## src/rtl/i2c_pkg.sv

```systemverilog
// rtl/i2c_pkg.sv - shared types and widths for the I2C target register window
// Protocol state encoding and byte/address widths used by the target and its bus interface.
package i2c_pkg;

  localparam int I2C_ADDR_W = 7;
  localparam int I2C_BYTE_W = 8;

  typedef enum logic [3:0] {
    ST_IDLE,
    ST_ADDR,
    ST_ADDR_ACK,
    ST_PTR,
    ST_PTR_ACK,
    ST_WDATA,
    ST_WDATA_ACK,
    ST_RDATA,
    ST_RDATA_ACK,
    ST_IGNORE
  } i2c_state_t;

endpackage

```

## src/rtl/i2c_target_regs_if.sv

```systemverilog
// rtl/i2c_target_regs_if.sv - pin and register-window signals of the I2C target
// The slave modport is the target's view; master is the board/user-logic view.
interface i2c_target_regs_if
  import i2c_pkg::*;
#(
  parameter int PW = 4
);

  logic                  scl_i;
  logic                  sda_i;
  logic                  sda_oe;
  logic [PW-1:0]         reg_ptr;
  logic                  wr_stb;
  logic [I2C_BYTE_W-1:0] wr_data;
  logic                  rd_stb;
  logic [I2C_BYTE_W-1:0] rd_data;
  logic                  start_det;
  logic                  stop_det;
  logic                  busy;

  modport slave (
    input  scl_i, sda_i, rd_data,
    output sda_oe, reg_ptr, wr_stb, wr_data, rd_stb, start_det, stop_det, busy
  );

  modport master (
    output scl_i, sda_i, rd_data,
    input  sda_oe, reg_ptr, wr_stb, wr_data, rd_stb, start_det, stop_det, busy
  );

endinterface

```

## src/rtl/i2c_line_filter.sv

```systemverilog
// rtl/i2c_line_filter.sv - two-flop synchroniser plus saturating glitch filter for one bus line
// A new level is accepted only after FILTER_LEN consecutive equal synchronised samples.
module i2c_line_filter #(
  parameter int FILTER_LEN = 4
) (
  input  logic clk_i,
  input  logic rst_ni,
  input  logic pin_i,
  output logic level_o,
  output logic rise_o,
  output logic fall_o
);

  localparam int CW = (FILTER_LEN > 1) ? $clog2(FILTER_LEN) : 1;
  localparam logic [CW-1:0] CNT_MAX = CW'(FILTER_LEN - 1);

  logic [1:0]    sync_q;
  logic          level_q, level_d;
  logic [CW-1:0] cnt_q, cnt_d;
  logic          rise_q, rise_d;
  logic          fall_q, fall_d;

  // Any sample that agrees with the accepted level restarts the qualification run.
  always_comb begin
    level_d = level_q;
    cnt_d   = '0;
    rise_d  = 1'b0;
    fall_d  = 1'b0;
    if (sync_q[1] != level_q) begin
      if (cnt_q == CNT_MAX) begin
        level_d = sync_q[1];
        rise_d  = sync_q[1];
        fall_d  = ~sync_q[1];
      end else begin
        cnt_d = cnt_q + 1'b1;
      end
    end
  end

  always_ff @(posedge clk_i or negedge rst_ni) begin
    if (!rst_ni) begin
      sync_q  <= 2'b11;
      level_q <= 1'b1;
      cnt_q   <= '0;
      rise_q  <= 1'b0;
      fall_q  <= 1'b0;
    end else begin
      sync_q  <= {sync_q[0], pin_i};
      level_q <= level_d;
      cnt_q   <= cnt_d;
      rise_q  <= rise_d;
      fall_q  <= fall_d;
    end
  end

  assign level_o = level_q;
  assign rise_o  = rise_q;
  assign fall_o  = fall_q;

endmodule

```

## src/rtl/i2c_target_regs.sv

```systemverilog
// rtl/i2c_target_regs.sv - I2C target with pointer-addressed byte register window
// Decodes START/STOP, matches TARGET_ADDR, and streams writes/reads with pointer auto-increment.
module i2c_target_regs
  import i2c_pkg::*;
#(
  parameter logic [I2C_ADDR_W-1:0] TARGET_ADDR = 7'h42,
  parameter int                    NUM_REGS    = 16,
  parameter int                    FILTER_LEN  = 4
) (
  input  logic                clk100,
  input  logic                reset_n,
  i2c_target_regs_if.slave    bus
);

  localparam int            PW       = $clog2(NUM_REGS);
  localparam logic [PW-1:0] PTR_LAST = PW'(NUM_REGS - 1);

  logic scl_f, scl_rise, scl_fall;
  logic sda_f, sda_rise, sda_fall;
  logic start_ev, stop_ev;

  i2c_state_t            state_q, state_d;
  logic [3:0]            bit_cnt_q, bit_cnt_d;
  logic [I2C_BYTE_W-1:0] shift_q, shift_d;
  logic [PW-1:0]         reg_ptr_q, reg_ptr_d;
  logic                  sda_oe_q, sda_oe_d;
  logic                  wr_stb_q, wr_stb_d;
  logic [I2C_BYTE_W-1:0] wr_data_q, wr_data_d;
  logic                  rd_stb_q, rd_stb_d;
  logic                  rd_cap_q, rd_cap_d;
  logic                  start_det_q, start_det_d;
  logic                  stop_det_q, stop_det_d;
  logic                  busy_q, busy_d;
  logic                  ack_q, ack_d;
  logic [I2C_BYTE_W-1:0] byte_v;
  logic [PW-1:0]         ptr_next;

  i2c_line_filter #(.FILTER_LEN(FILTER_LEN)) u_scl_filter (
    .clk_i   (clk100),
    .rst_ni  (reset_n),
    .pin_i   (bus.scl_i),
    .level_o (scl_f),
    .rise_o  (scl_rise),
    .fall_o  (scl_fall)
  );

  i2c_line_filter #(.FILTER_LEN(FILTER_LEN)) u_sda_filter (
    .clk_i   (clk100),
    .rst_ni  (reset_n),
    .pin_i   (bus.sda_i),
    .level_o (sda_f),
    .rise_o  (sda_rise),
    .fall_o  (sda_fall)
  );

  assign start_ev = sda_fall & scl_f;
  assign stop_ev  = sda_rise & scl_f;
  assign ptr_next = (reg_ptr_q == PTR_LAST) ? '0 : reg_ptr_q + 1'b1;

  always_ff @(posedge clk100 or negedge reset_n) begin
    if (!reset_n) begin
      state_q     <= ST_IDLE;
      bit_cnt_q   <= '0;
      shift_q     <= '0;
      reg_ptr_q   <= '0;
      sda_oe_q    <= 1'b0;
      wr_stb_q    <= 1'b0;
      wr_data_q   <= '0;
      rd_stb_q    <= 1'b0;
      rd_cap_q    <= 1'b0;
      start_det_q <= 1'b0;
      stop_det_q  <= 1'b0;
      busy_q      <= 1'b0;
      ack_q       <= 1'b1;
    end else begin
      state_q     <= state_d;
      bit_cnt_q   <= bit_cnt_d;
      shift_q     <= shift_d;
      reg_ptr_q   <= reg_ptr_d;
      sda_oe_q    <= sda_oe_d;
      wr_stb_q    <= wr_stb_d;
      wr_data_q   <= wr_data_d;
      rd_stb_q    <= rd_stb_d;
      rd_cap_q    <= rd_cap_d;
      start_det_q <= start_det_d;
      stop_det_q  <= stop_det_d;
      busy_q      <= busy_d;
      ack_q       <= ack_d;
    end
  end

  // Bits enter on filtered SCL rise; SDA drive only moves after a filtered SCL fall.
  // In ACK states bit_cnt 8 means "ACK not yet driven", 9 means "ACK clock in progress".
  always_comb begin
    state_d     = state_q;
    bit_cnt_d   = bit_cnt_q;
    shift_d     = shift_q;
    reg_ptr_d   = reg_ptr_q;
    sda_oe_d    = sda_oe_q;
    wr_stb_d    = 1'b0;
    wr_data_d   = wr_data_q;
    rd_stb_d    = 1'b0;
    rd_cap_d    = rd_stb_q;
    start_det_d = 1'b0;
    stop_det_d  = 1'b0;
    busy_d      = busy_q;
    ack_d       = ack_q;
    byte_v      = {shift_q[I2C_BYTE_W-2:0], sda_f};

    if (start_ev) begin
      state_d     = ST_ADDR;
      bit_cnt_d   = '0;
      sda_oe_d    = 1'b0;
      rd_cap_d    = 1'b0;
      start_det_d = 1'b1;
      busy_d      = 1'b1;
    end else if (stop_ev) begin
      state_d    = ST_IDLE;
      bit_cnt_d  = '0;
      sda_oe_d   = 1'b0;
      rd_cap_d   = 1'b0;
      stop_det_d = 1'b1;
      busy_d     = 1'b0;
    end else begin
      // User logic answers rd_stb one cycle later; the MSB goes straight onto the pin.
      if (rd_cap_q) begin
        shift_d  = bus.rd_data;
        sda_oe_d = ~bus.rd_data[I2C_BYTE_W-1];
      end
      case (state_q)
        ST_ADDR: begin
          if (scl_rise) begin
            shift_d   = byte_v;
            bit_cnt_d = bit_cnt_q + 4'd1;
            if (bit_cnt_q == 4'd7) begin
              state_d = (byte_v[I2C_BYTE_W-1:1] == TARGET_ADDR) ? ST_ADDR_ACK : ST_IGNORE;
            end
          end
        end
        ST_PTR: begin
          if (scl_rise) begin
            shift_d   = byte_v;
            bit_cnt_d = bit_cnt_q + 4'd1;
            if (bit_cnt_q == 4'd7) begin
              if (int'(byte_v) < NUM_REGS) begin
                reg_ptr_d = PW'(byte_v);
                state_d   = ST_PTR_ACK;
              end else begin
                state_d = ST_IGNORE;
              end
            end
          end
        end
        ST_WDATA: begin
          if (scl_rise) begin
            shift_d   = byte_v;
            bit_cnt_d = bit_cnt_q + 4'd1;
            if (bit_cnt_q == 4'd7) begin
              wr_stb_d  = 1'b1;
              wr_data_d = byte_v;
              state_d   = ST_WDATA_ACK;
            end
          end
        end
        ST_ADDR_ACK, ST_PTR_ACK, ST_WDATA_ACK: begin
          if (scl_fall) begin
            if (bit_cnt_q == 4'd8) begin
              sda_oe_d  = 1'b1;
              bit_cnt_d = 4'd9;
            end else begin
              sda_oe_d  = 1'b0;
              bit_cnt_d = '0;
              if (state_q == ST_ADDR_ACK) begin
                if (shift_q[0]) begin
                  rd_stb_d = 1'b1;
                  state_d  = ST_RDATA;
                end else begin
                  state_d = ST_PTR;
                end
              end else if (state_q == ST_PTR_ACK) begin
                state_d = ST_WDATA;
              end else begin
                reg_ptr_d = ptr_next;
                state_d   = ST_WDATA;
              end
            end
          end
        end
        ST_RDATA: begin
          if (scl_fall) begin
            shift_d   = {shift_q[I2C_BYTE_W-2:0], 1'b0};
            bit_cnt_d = bit_cnt_q + 4'd1;
            if (bit_cnt_q == 4'd7) begin
              sda_oe_d  = 1'b0;
              bit_cnt_d = '0;
              state_d   = ST_RDATA_ACK;
            end else begin
              sda_oe_d = ~shift_q[I2C_BYTE_W-2];
            end
          end
        end
        ST_RDATA_ACK: begin
          if (scl_rise) begin
            ack_d = sda_f;
          end
          if (scl_fall) begin
            if (!ack_q) begin
              reg_ptr_d = ptr_next;
              rd_stb_d  = 1'b1;
              state_d   = ST_RDATA;
            end else begin
              state_d = ST_IGNORE;
            end
          end
        end
        default: begin
        end
      endcase
    end
  end

  always_comb begin
    bus.sda_oe    = sda_oe_q;
    bus.reg_ptr   = reg_ptr_q;
    bus.wr_stb    = wr_stb_q;
    bus.wr_data   = wr_data_q;
    bus.rd_stb    = rd_stb_q;
    bus.start_det = start_det_q;
    bus.stop_det  = stop_det_q;
    bus.busy      = busy_q;
  end

endmodule

```

## src/flat_wrapper.sv

```systemverilog
// flat-port wrapper written by rule: the top's interface ports become plain ports
module i2c_target_regs_flat import i2c_pkg::*;
#(
  parameter logic [I2C_ADDR_W-1:0] TARGET_ADDR = 7'h42,
  parameter int                    NUM_REGS    = 16,
  parameter int                    FILTER_LEN  = 4
)
  (clk100, reset_n, bus_scl_i, bus_sda_i, bus_rd_data, bus_sda_oe, bus_reg_ptr, bus_wr_stb, bus_wr_data, bus_rd_stb, bus_start_det, bus_stop_det, bus_busy);
  i2c_target_regs_if #(.PW(4)) bus_i ();
  input  logic clk100;
  input  logic reset_n;
  input wire logic [$bits(bus_i.scl_i)-1:0] bus_scl_i;
  input wire logic [$bits(bus_i.sda_i)-1:0] bus_sda_i;
  input wire logic [$bits(bus_i.rd_data)-1:0] bus_rd_data;
  output wire logic [$bits(bus_i.sda_oe)-1:0] bus_sda_oe;
  output wire logic [$bits(bus_i.reg_ptr)-1:0] bus_reg_ptr;
  output wire logic [$bits(bus_i.wr_stb)-1:0] bus_wr_stb;
  output wire logic [$bits(bus_i.wr_data)-1:0] bus_wr_data;
  output wire logic [$bits(bus_i.rd_stb)-1:0] bus_rd_stb;
  output wire logic [$bits(bus_i.start_det)-1:0] bus_start_det;
  output wire logic [$bits(bus_i.stop_det)-1:0] bus_stop_det;
  output wire logic [$bits(bus_i.busy)-1:0] bus_busy;
  assign bus_i.scl_i = bus_scl_i;
  assign bus_i.sda_i = bus_sda_i;
  assign bus_i.rd_data = bus_rd_data;
  assign bus_sda_oe = bus_i.sda_oe;
  assign bus_reg_ptr = bus_i.reg_ptr;
  assign bus_wr_stb = bus_i.wr_stb;
  assign bus_wr_data = bus_i.wr_data;
  assign bus_rd_stb = bus_i.rd_stb;
  assign bus_start_det = bus_i.start_det;
  assign bus_stop_det = bus_i.stop_det;
  assign bus_busy = bus_i.busy;
  i2c_target_regs #(.TARGET_ADDR(TARGET_ADDR), .NUM_REGS(NUM_REGS), .FILTER_LEN(FILTER_LEN)) u_core (.clk100(clk100), .reset_n(reset_n), .bus(bus_i));
endmodule
```

## config.mk

```make
export PLATFORM = sky130hd
export DESIGN_NAME = i2c_target_regs_flat
export DESIGN_NICKNAME = d
export VERILOG_FILES = /design/src/rtl/i2c_pkg.sv /design/src/rtl/i2c_target_regs_if.sv /design/src/rtl/i2c_line_filter.sv /design/src/rtl/i2c_target_regs.sv /design/src/flat_wrapper.sv
export SDC_FILE = /design/constraint.sdc
export NUM_CORES = 1
export LEC_CHECK = 0
export CORE_MARGIN = 5
export CORE_UTILIZATION = 50
export CTS_CLUSTER_SIZE = 24
export DETAILED_ROUTE_END_ITERATION = 8
export PLACE_DENSITY = 0.8
export SLEW_MARGIN = 20
export SYNTH_ARGS = -nofsm -noshare
export SYNTH_HDL_FRONTEND = slang
export SYNTH_SLANG_ARGS = --single-unit
```

## constraint.sdc

```tcl
create_clock -name clk100 -period 5 [get_ports clk100]
set_clock_uncertainty 0.05 [all_clocks]
set_input_delay 1 -clock clk100 [delete_from_list [all_inputs] [get_ports clk100]]
set_output_delay 1 -clock clk100 [all_outputs]
set_load 0.01 [all_outputs]
```

==> impl_metrics.csv <==
group,metric,value,unit
status,outcome,"finished clean",
critical_path,required,5.15,ns
yosys,synth_flop_cell,"dfrtp_1",
drt,dr.pass1.iters,6,
drt,post-route-drc-count,0,
timing,finalSetupViolCount,0,
timing,period_share,47.48,%
layout,layout.cells.non_filler,345,
global_route,antenna_found_initial,0,
layout,post-route-cell-area,0.002974,mm^2
critical_path,critPathLaunchType,"flip-flop",
global_route,grt_pass1_vias,1945,
layout,n_antenna_cell,0,
layout,final_util,59.37,%
critical_path,critical_path_arrival,2.53,ns
critical_path,timing_worst_setup_path_type,"flip-flop to flip-flop",
yosys,synth_edf_count,0,
place,place_congestion,0.9443,
drt,vias,2008,
cts,cts_made_buffers,5,
global_route,grt_pass1_wl,9591,um
drt,drt_wl_total,5628,um
timing,finalSetupTns,0,ns
yosys,synth_top_area_share,41.40,%
place,dp.cells,337,
timing,finalHoldViolations,0,
timing,whs,0.3139,ns
yosys,avgSynthCellArea,10.24,um^2
timing,worst_slack,2.626,ns
yosys,syn_nets,265,
yosys,synth_cell_types,53,
cts,insertion_delay,0.30,ns
yosys,ys_ff_latch,49,
global_route,grt_usage,18.78,%
floorplanning,die_area,0.006602,mm^2
timing,slew_headroom,50.47,%
floorplanning,coreArea,0.005010,mm^2
place,dpl_worst_slack,2.687,ns
pwr,p_total,1.221,mW
timing,fin_crit,2.374,ns
pwr,power.density,410.5,mW/mm^2
place,hpwlAfterDp,3966,um
layout,syn_to_final_growth,17.15,%
cts,h-tree-depth,2,
cts,cts-resized-gates,0,
yosys,post-synth-top-count-cell,"dfrtp_1",
yosys,yosys-top-cells-count,"dfrtp_1 (42), o21ai_0 (26), nand2_1 (25)",
cts,root_buffer,"clkbuf_8",
yosys,yosys-top-cells-area,"dfrtp_1 (41%), dfstp_2 (7.2%), o21ai_0 (5.1%), mux2_2 (4.9%), nand2_1 (3.7%)",
yosys,netlist_area,0.002539,mm^2
timing,rsz0062_at_grt,"no",
drt,vias_per_cell,5.820,
cts,numClockSinks,49,
place,place_area,0.002851,mm^2
cts,cts_tree,"built",
floorplanning,ios,30,
yosys,yosysSeqAreaShare,48.64,%
yosys,synth.largest_area_cell,"dfrtp_1",
timing,drv_slew,0,
critical_path,reg2regPathDepth,5,
cts,hold_buffers,0,
flow_run,cap_violations,0,
global_route,grt_max_degree,50,
floorplanning,die_w,81.26,um
yosys,synthCells,248,
pwr,peakVddDrop,0.2161,mV
layout,fin_nets,291,
pwr,p_leak,1.220,nW
critical_path,r2r_slack,2.63,ns
floorplanning,rows,26,
critical_path,critical_path.endpoint_type,"flip-flop",
global_route,overflow,0,
cts,cts_buffer_depth,2,
drt,wl_per_cell,16.31,um
cts,post-cts-setup-buffer-count,0,
critical_path,critPathMaxFanout,17,
yosys,ys_async_sr_fraction,100.0,%
floorplanning,die_y,81.26,um
drt,drt_iter0_drc,254,
worst_hold_path,hold_path_class,"flip-flop to flip-flop",
layout,drive_above_1_share,13.09,%
drt,ant_nets,0,
timing,timing.fmax,0.4212,GHz
floorplanning,initial_utilization,50.67,%
timing,worstMarginPinSlew,0.7430,ns
cts,clkSlewWorstSetupHoldPaths,0.09,ns
worst_hold_path,worstHoldPathCells,0,
place,port_buffers,29,
yosys,ys_warn_count,0,
==> state kept, by name, summed over array words and instances, names as in the netlist, 2 cells and up <==
signal / count
u_core.u_scl_filter.cnt_q: 2
u_core.u_sda_filter.cnt_q: 2
u_core.bus.reg_ptr: 4
u_core.shift_q: 7
u_core.bit_cnt_q: 4
u_core.u_sda_filter.sync_q: 2
u_core.state_q: 4
u_core.u_scl_filter.sync_q: 2
u_core.bus.wr_data: 8
==> power by group <==
group | switching [mW] | internal [mW]
clock network | 0.132 | 0.163
registers | 0.134 | 0.481
logic | 0.151 | 0.161
total | 0.416 | 0.805
==> worst paths after layout <==
kind                                          startpoint                       endpoint
max reg2reg                  u_core.u_scl_filter.level_o              u_core.state_q[3]
min in group asynchronous                        reset_n          u_core.bus.reg_ptr[2]
min reg2reg                u_core.u_sda_filter.sync_q[0]  u_core.u_sda_filter.sync_q[1]
max                          u_core.u_scl_filter.level_o              u_core.state_q[3]
max in group asynchronous                        reset_n              u_core.state_q[3]
min                        u_core.u_sda_filter.sync_q[0]  u_core.u_sda_filter.sync_q[1]
==> layout make-up <==
type                            instances  area [um^2]
Fill cell                             434         2036
Tap cell                               70        87.58
Clock buffer                            6        82.58
Timing Repair Buffer                   30        295.3
Sequential cell                        49         1235
Multi-Input combinational cell        179         1202
Inverter                                9        33.78
Clock inverter                          2        37.54
==> logic make-up after synthesis <==
family,after synthesis,synth area share (%)
simple gates,81,17.74
fa+ha+maj,5,2.464
buf+inv,20,3.992
compound gates,79,21.19
mux,12,5.274
xor+xnor,2,0.6901
flops,49,48.64
==> critical path, stage by stage, from the launching register on <==
cell and delay [ns]:
dfstp_2 0.61, o21a_1 0.55, o22ai_1 0.24, a221oi_4 0.42
nand3_1 0.12, a221oi_1 0.29
==> cells in the final DEF, fill, tap and decap left out, drive strengths merged, types with 3 or more instances in the layout <==
cell type and instances:
nor4 3, a21oi 11, o21ai 30, ha 5, a31oi 3, o31ai 3, nand2b 5, nor3b 3
nor2 15, mux2 11, dfstp 7, clkdlybuf4s50 28, nand2 25, clkbuf 6, nand3 7, a22oi 7
dfrtp 42, nor3 7, nand3b 3, o211ai 6, inv 9, nor2b 4, a221oi 4
==> per-layer routing <==
metal	global-route usage, %	part of all wire [%]	vias to the layer above
met5	0	0	-
met4	6.588	1.6	0
met3	3.326	5.1	8
met2	30.62	50	78
met1	25.14	43	965
li1	-	-	957
No activity file was read; power rests on OpenSTA's default activity.
